### src/rtl/fp_mult_arbiter_pkg.sv
// Shared constants for the FP multiplier arbiter: sequencer states,
// multiplier state codes and the operand width helper.
package fp_mult_arbiter_pkg;

  localparam logic [1:0] ARB    = 2'd0;
  localparam logic [1:0] ISSUE  = 2'd1;
  localparam logic [1:0] BUSY   = 2'd2;
  localparam logic [1:0] RESULT = 2'd3;

  localparam logic [1:0] FPM_IDLE      = 2'd0;
  localparam logic [1:0] FPM_COMPUTING = 2'd1;
  localparam logic [1:0] FPM_POST      = 2'd2;

  function automatic int fpmWidth(input int mbits, input int ebits);
    return mbits + ebits + 1;
  endfunction

endpackage

### src/rtl/fp_mult_arbiter_picker.sv
// Combinational round-robin picker: first requester at or after ptr,
// found by scanning a doubled request vector over the window [ptr, ptr+NREQ).
module fpm_rr_picker
#(
  parameter int NREQ = 4,
  parameter int IDW  = 2
)
(
  input  logic [NREQ-1:0] req,
  input  logic [IDW-1:0]  ptr,
  output logic [NREQ-1:0] grant,
  output logic [IDW-1:0]  gidx,
  output logic            any
);

  logic [2*NREQ-1:0] dbl;
  int pos;

  // Scanning downward lets the lowest in-window hit overwrite earlier ones.
  always_comb begin
    dbl   = {req, req};
    grant = '0;
    gidx  = '0;
    any   = 1'b0;
    pos   = 0;
    for (int j = 2*NREQ-1; j >= 0; j--) begin
      if (dbl[j] && (j >= int'(ptr)) && (j < int'(ptr) + NREQ)) begin
        pos        = (j >= NREQ) ? j - NREQ : j;
        grant      = '0;
        grant[pos] = 1'b1;
        gidx       = IDW'(pos);
        any        = 1'b1;
      end
    end
  end

endmodule

### src/rtl/fp_mult_arbiter.sv
// Round-robin sequencer sharing one external 3-cycle FP multiplier among
// NREQ requesters; returns each product tagged with its requester index.
module fp_mult_arbiter
  import fp_mult_arbiter_pkg::*;
#(
  parameter int MBITS = 3,
  parameter int EBITS = 4,
  parameter int NREQ  = 4,
  parameter int IDW   = 2,
  localparam int W    = fpmWidth(MBITS, EBITS)
)
(
  input  logic              clock,
  input  logic              reset_n,
  input  logic [NREQ-1:0]   req,
  input  logic [NREQ*W-1:0] opa,
  input  logic [NREQ*W-1:0] opb,
  output logic [NREQ-1:0]   ack,
  output logic              busy,
  output logic              res_valid,
  output logic [IDW-1:0]    res_id,
  output logic [W-1:0]      res_z,
  output logic              fpm_start,
  output logic [W-1:0]      fpm_x,
  output logic [W-1:0]      fpm_y,
  input  logic [1:0]        fpm_state,
  input  logic [W-1:0]      fpm_z
);

  logic [1:0]      state;
  logic [IDW-1:0]  ptr;
  logic [NREQ-1:0] grant;
  logic [IDW-1:0]  gidx;
  logic            any;
  logic            grantNow;

  fpm_rr_picker #(.NREQ(NREQ), .IDW(IDW)) picker (
    .req   (req),
    .ptr   (ptr),
    .grant (grant),
    .gidx  (gidx),
    .any   (any)
  );

  // The multiplier has no reset, so a grant also waits for it to drain.
  assign grantNow  = reset_n && (state == ARB) && (fpm_state == FPM_IDLE) && any;
  assign ack       = grantNow ? grant : '0;
  assign busy      = (state != ARB);
  assign fpm_start = (state == ISSUE);
  assign res_valid = (state == RESULT);
  assign res_z     = fpm_z;

  always_ff @(posedge clock or negedge reset_n) begin
    if (!reset_n) begin
      state  <= ARB;
      ptr    <= '0;
      fpm_x  <= '0;
      fpm_y  <= '0;
      res_id <= '0;
    end else begin
      case (state)
        ARB: begin
          if (grantNow) begin
            fpm_x  <= opa[int'(gidx)*W +: W];
            fpm_y  <= opb[int'(gidx)*W +: W];
            res_id <= gidx;
            state  <= ISSUE;
          end
        end
        ISSUE: state <= BUSY;
        BUSY: begin
          if (fpm_state == FPM_POST) state <= RESULT;
        end
        RESULT: begin
          ptr   <= (res_id == IDW'(NREQ-1)) ? '0 : res_id + 1'b1;
          state <= ARB;
        end
        default: state <= ARB;
      endcase
    end
  end

endmodule

### config.mk
export PLATFORM = sky130hd
export DESIGN_NAME = fp_mult_arbiter
export DESIGN_NICKNAME = d
export VERILOG_FILES = /design/src/rtl/fp_mult_arbiter_pkg.sv /design/src/rtl/fp_mult_arbiter_picker.sv /design/src/rtl/fp_mult_arbiter.sv
export SDC_FILE = /design/constraint.sdc
export NUM_CORES = 1
export LEC_CHECK = 0
export CORE_MARGIN = 5
export CORE_UTILIZATION = 37
export CTS_BUF_LIST = sky130_fd_sc_hd__clkbuf_16
export DETAILED_ROUTE_END_ITERATION = 7
export GPL_TIMING_DRIVEN = 0
export PLACE_DENSITY = 0.85
export SLEW_MARGIN = 0
export SYNTH_ARGS = -nofsm -noshare
export SYNTH_HDL_FRONTEND = slang
export SYNTH_SLANG_ARGS = --single-unit
### constraint.sdc
create_clock -name clock -period 6.4 [get_ports clock]
set_input_delay 0.96 -clock clock [delete_from_list [all_inputs] [get_ports clock]]
set_output_delay 0.96 -clock clock [all_outputs]
set_load 0.01 [all_outputs]
==> flow_metrics.py <==
metrics = {
    "finish": {
        "regArea_um2": 551,
        "final_nets": 350,
        "fill_cells": 331,
        "diodes": 0,
        "area_growth_pct": 75.7,
        "final_cell_area_um2": 2750,
        "layout-drive-gt1-share": 0.0760,
        "multi_input_area_um2": 810,
        "fin_cells": 313,
        "fin_util": 0.677,
    },
    "critical_path": {
        "critPathMaxFanout": 23,
        "startpoint": "reset_n",
        "path_cells": "clkdlybuf4s50_1, nand2_1, nor3_1, o2111a_1, clkdlybuf4s50_1",
        "r2r_start": "state[0]$_DFFE_PN0P_",
        "cp_slowest_cell": "clkdlybuf4s50_1",
        "required_ns": 5.44,
        "crit_type": "input pin to primary output",
        "cp-end-kind": "primary output",
        "crit_top_cell": "clkdlybuf4s50_1",
        "arrival_ns": 3.42,
        "cp-start-kind": "input pin",
        "slowest_delay_ns": 1.17,
    },
    "placed_design": {
        "io_buffers": 104,
        "gp_congestion": 0.779,
        "place_area_um2": 2670,
        "hpwl_um": 3920,
        "pre_cts_ws_ns": 1.92,
        "dp_cells": 309,
    },
    "clocking": {
        "cts_tree": "built",
        "htree_levels": 1,
        "holdBufCountCts": 0,
        "path_clk_slew_ns": 0.06,
        "numCtsBuffers": 3,
        "cts_resized": 0,
        "root_buffer": "clkbuf_16",
        "clock_latency_ns": 0.25,
        "postCtsSetupBuffers": 0,
        "clk_path_buf_depth": 2,
        "clock-sinks": 22,
    },
    "pwr": {
        "power_mw": 0.912,
        "clockPowerShare": 0.148,
        "net-switching-power_mw": 0.318,
        "internal-power_mw": 0.594,
        "comb_power_share": 0.578,
        "p_seq_frac": 0.274,
        "p_sw_frac": 0.349,
        "p_leak_nw": 1.24,
        "powerDensity_nw_per_um2": 332,
        "ir_worst_vdd_mv": 0.159,
    },
    "die": {
        "die_w_um": 75.0,
        "chipHeight_um": 75.0,
        "core_um2": 4060,
        "initial_core_util": 0.385,
        "rows": 23,
        "io_pins": 113,
        "dieArea_um2": 5620,
    },
    "detailed_routing": {
        "drtIter0Drc": 121,
        "vias_per_cell": 5.20,
        "wl_met1_um": 1710,
        "route.antenna.remaining_nets": 0,
        "drc": 0,
        "wl_per_cell_um": 15.6,
        "num_vias": 1628,
        "dr_wl_met2_um": 2580,
        "wl_met3_um": 530,
        "highest-signal-layer": "met4",
        "wl_um": 4890,
        "first_pass_iters": 5,
    },
    "sta": {
        "timing.hold.ws_ns": 0.522,
        "setup_slack_ns": 2.02,
        "skew_ns": 0.00208,
        "grt_setup_unrepaired": "false",
        "setup_viol": 0,
        "hold_viol": 0,
        "relSlewSlack": 0.289,
        "fin_crit_ns": 4.38,
        "max_freq_mhz": 228,
        "setup_tns_ns": 0,
        "min_period_over_period": 0.684,
        "slew_viol_final": 0,
        "worst_pin_slew_ns": 1.06,
    },
    "yosys": {
        "synth_edf_count": 0,
        "syn_inst": 155,
        "synth_nets": 241,
        "synth_area_um2": 1560,
        "netlist_top_cells_area": "dfrtp_1 35%, mux2i_1 20%, a222oi_1 10%, inv_1 5.5%, ha_1 4.8%",
        "synth_flop_cell": "dfrtp_1",
        "post_synth_num_cell_types": 31,
        "synth_top_cell_area_share": 0.352,
        "synth-seq-cells": 22,
        "ys_seq_area_frac": 0.352,
        "yosysTopAreaCell": "dfrtp_1",
        "yosys_warnings": 0,
        "avgSynthCellArea_um2": 10.1,
        "async_flop_share": 1.00,
    },
    "global_routing": {
        "grt_max_degree": 24,
        "track_usage": 0.166,
        "grt_pass1_vias": 1652,
        "antenna_found_initial": 0,
        "grt_overflow": 0,
        "grt_pass1_wl_um": 7200,
    },
    "run_status": {
        "status": "completed",
    },
    "job": {
        "maxCapViolCount": 0,
    },
    "worst_hold_path": {
        "hold_start": "res_id[1]$_DFFE_PN0P_",
        "hp-class": "register to register",
    },
}
## critical path, delay by kind of cell
kind / cells / cell delay [ns]
compound gates: 1 / 0.25
buf+inv: 2 / 1.70
simple gates: 2 / 0.50
## final timing paths
check / cells past startpoint / slack (ns) / to
setup reg to reg: 8 / 3.76 / fpm_x[2]$_DFFE_PN0P_
hold reg to reg: 1 / 0.52 / res_id[1]$_DFFE_PN0P_
max in group asynchronous: 1 / 4.48 / fpm_y[5]$_DFFE_PN0P_
setup / recovery: 5 / 2.02 / ack[1]
min in group asynchronous: 1 / 1.28 / fpm_x[3]$_DFFE_PN0P_
hold / removal: 1 / 0.52 / res_id[1]$_DFFE_PN0P_
## state kept, by name (all words and copies together), names as in the netlist
register / count
fpm_y: 8
state: 2
fpm_x: 8
ptr: 2
res_id: 2
## synthesized netlist by cell type, types with 2 or more instances
master	count
nand2_1	5
nor2_1	3
o22ai_1	2
a21oi_1	3
buf_2	3
and3_1	3
inv_1	23
clkbuf_1	3
mux2i_1	32
nor2b_1	2
o21ai_0	5
ha_1	6
a222oi_1	16
dfrtp_1	22
buf_4	9
buf_6	2
mux2_2	2
## cell families (layout without fill, tap and decap cells)
| logic type | after synthesis | after routing | share of synthesized area |
|---|---|---|---|
| and+or+nand+nor | 16 | 16 | 0.0496 |
| muxes | 34 | 34 | 0.219 |
| AOI/OAI and AO/OA | 37 | 37 | 0.201 |
| adders and majority gates | 6 | 6 | 0.0480 |
| DFF | 22 | 22 | 0.352 |
| buffers and inverters | 40 | 148 | 0.130 |
## power by group through the flow
stage / registers [mW] / logic, mW / clock network [mW]
after floorplan: 0.271 / 0.275 / 0
after global placement: 0.247 / 0.523 / 0
after detailed placement: 0.251 / 0.532 / 0
after CTS: 0.250 / 0.534 / 0.139
after global routing: 0.258 / 0.576 / 0.143
final: 0.249 / 0.527 / 0.135
## placed cells by master (no fill, tap or decap), drive strengths merged, types with 2 or more instances in the layout
| cell type | count |
|---|---|
| clkbuf | 6 |
| nor2b | 2 |
| a21oi | 4 |
| o21ai | 5 |
| clkdlybuf4s50 | 104 |
| and3 | 3 |
| mux2i | 32 |
| a222oi | 16 |
| o22ai | 2 |
| buf | 14 |
| nor2 | 3 |
| mux2 | 2 |
| dfrtp | 22 |
| ha | 6 |
| nand2 | 5 |
| inv | 23 |
## area by class of cell
| type | instances | area share |
|---|---|---|
| timing repair buffer | 104 | 0.379 |
| multi-input combinational | 93 | 0.295 |
| sequential | 22 | 0.201 |
| buffer | 17 | 0.0424 |
| inverter | 23 | 0.0314 |
| clock buffer | 3 | 0.0273 |
| tap | 50 | 0.0228 |
| clock inverter | 1 | 0.00137 |
## per-layer routing
layer  GRT usage  up-vias
li1            -      785
met1       0.183      762
met2       0.299       73
met3      0.0547        8
met4      0.0553        0
met5           0        -
Power figures use the tool's default switching activity.
==> RTL edit: new RTL, same settings <==
The parameter `EBITS` goes from 4 to 6.
--- a/src/rtl/fp_mult_arbiter.sv
+++ b/src/rtl/fp_mult_arbiter.sv
@@ -6,3 +6,3 @@
   parameter int MBITS = 3,
-  parameter int EBITS = 4,
+  parameter int EBITS = 6,
   parameter int NREQ  = 4,
Interface: changed (6 resized); port bits go from 113 to 137. The function was not compared with the original's and may differ.
==> RTL edit against the unedited design <==
- synthesized area grew 49%
- worst setup slack improved by 0.32 ns
- synthesized cell count rose by 57%
- critical path depth up 2
- total power rose by 18%
- routed wire length is 63% higher
- sequential cell count grew 4
- cell count is 42% higher
- cell area grew 36%
- critical path type unchanged
==> RTL edit: results (changes against the unedited design) <==
signal buffers share of area 39.91% (was 42.16%); Seq/Total Area, Yosys 28.02% (was 35.23%); worst setup path endpoint ack[2] (was ack[1]); GR Util met1 23.92% (was 18.32%); multi-input logic area 1401 µm² (was 809.5 µm²); Worst-Margin Slew 0.6415 ns (was 1.063 ns); Final GP Congestion 0.7722 (was 0.7790); router iterations before antenna repair 4 (was 5); DRT met1 WL 3211 µm (was 1713 µm); multi-input gates 176 (was 93); CTS sink cnt 26 (was 22); Largest regs fpm_x x10, fpm_y x10 (was fpm_x x8, fpm_y x8); ratio of cells with drive above 1 in the final layout 18.38% (was 7.605%); CP arrival 3.10 ns (was 3.42 ns); Hold Crit Endpoint fpm_y[7] (was res_id[1]); FF-to-FF End fpm_y[1] (was fpm_x[2]); DR vias 2,468 (was 1,628); Tot GR Track Use 19.40% (was 16.63%); setup slack, reg-to-reg 4.40 ns (was 3.76 ns); bufs w/o clock 160 (was 121); hpwl dp 6141 µm (was 3924 µm); sequential share of cell area 17.46% (was 20.05%); P_seq 293 µW (was 249 µW); met3 global-route usage 4.516% (was 5.474%); Inverters excl. clock 5 (was 23); clock network share of area 2.014% (was 2.871%); number of port buffers 124 (was 104); GR met2 Demand/Resource 35.23% (was 29.88%); outcome completed (unchanged); Min Hold Slack 0.4887 ns (was 0.5220 ns); adder-cell area share of the yosys netlist 3.233% (was 4.804%)
[RTL edit: changes by cell type in the layout (fill, tap and decap cells not counted), moves of 5 or more]
cell             change
a211o_1             +19
a222oi_1            -16
buf_2               +10
buf_6                +5
clkdlybuf4s50_1     +19
inv_1               -19
mux2i_1             -12
nand2_1             +21
nand4_1             +20
nor2_1               +5
o211ai_2            +20
o31ai_1             +20
[RTL edit: worst register-to-register path, cell delays in order, from the launching register on]
cell      delay [ns]
dfrtp_1         0.41
inv_1           0.10
ha_1            0.25
and4bb_2        0.26
o41ai_2         0.06
buf_2           0.29
buf_2           0.27
a211o_1         0.16
o211ai_2        0.08
[RTL edit: through the flow]
stage	cells	setup slack [ns]	utilization [%]	power (µW)
floorplan	243	3.518	-	648.5
global placement	442	1.457	60.69	915.0
detailed placement	442	1.366	60.69	936.8
CTS	445	1.373	61.94	1083
global route	445	2.127	61.86	1157
finish	445	2.342	61.86	1075
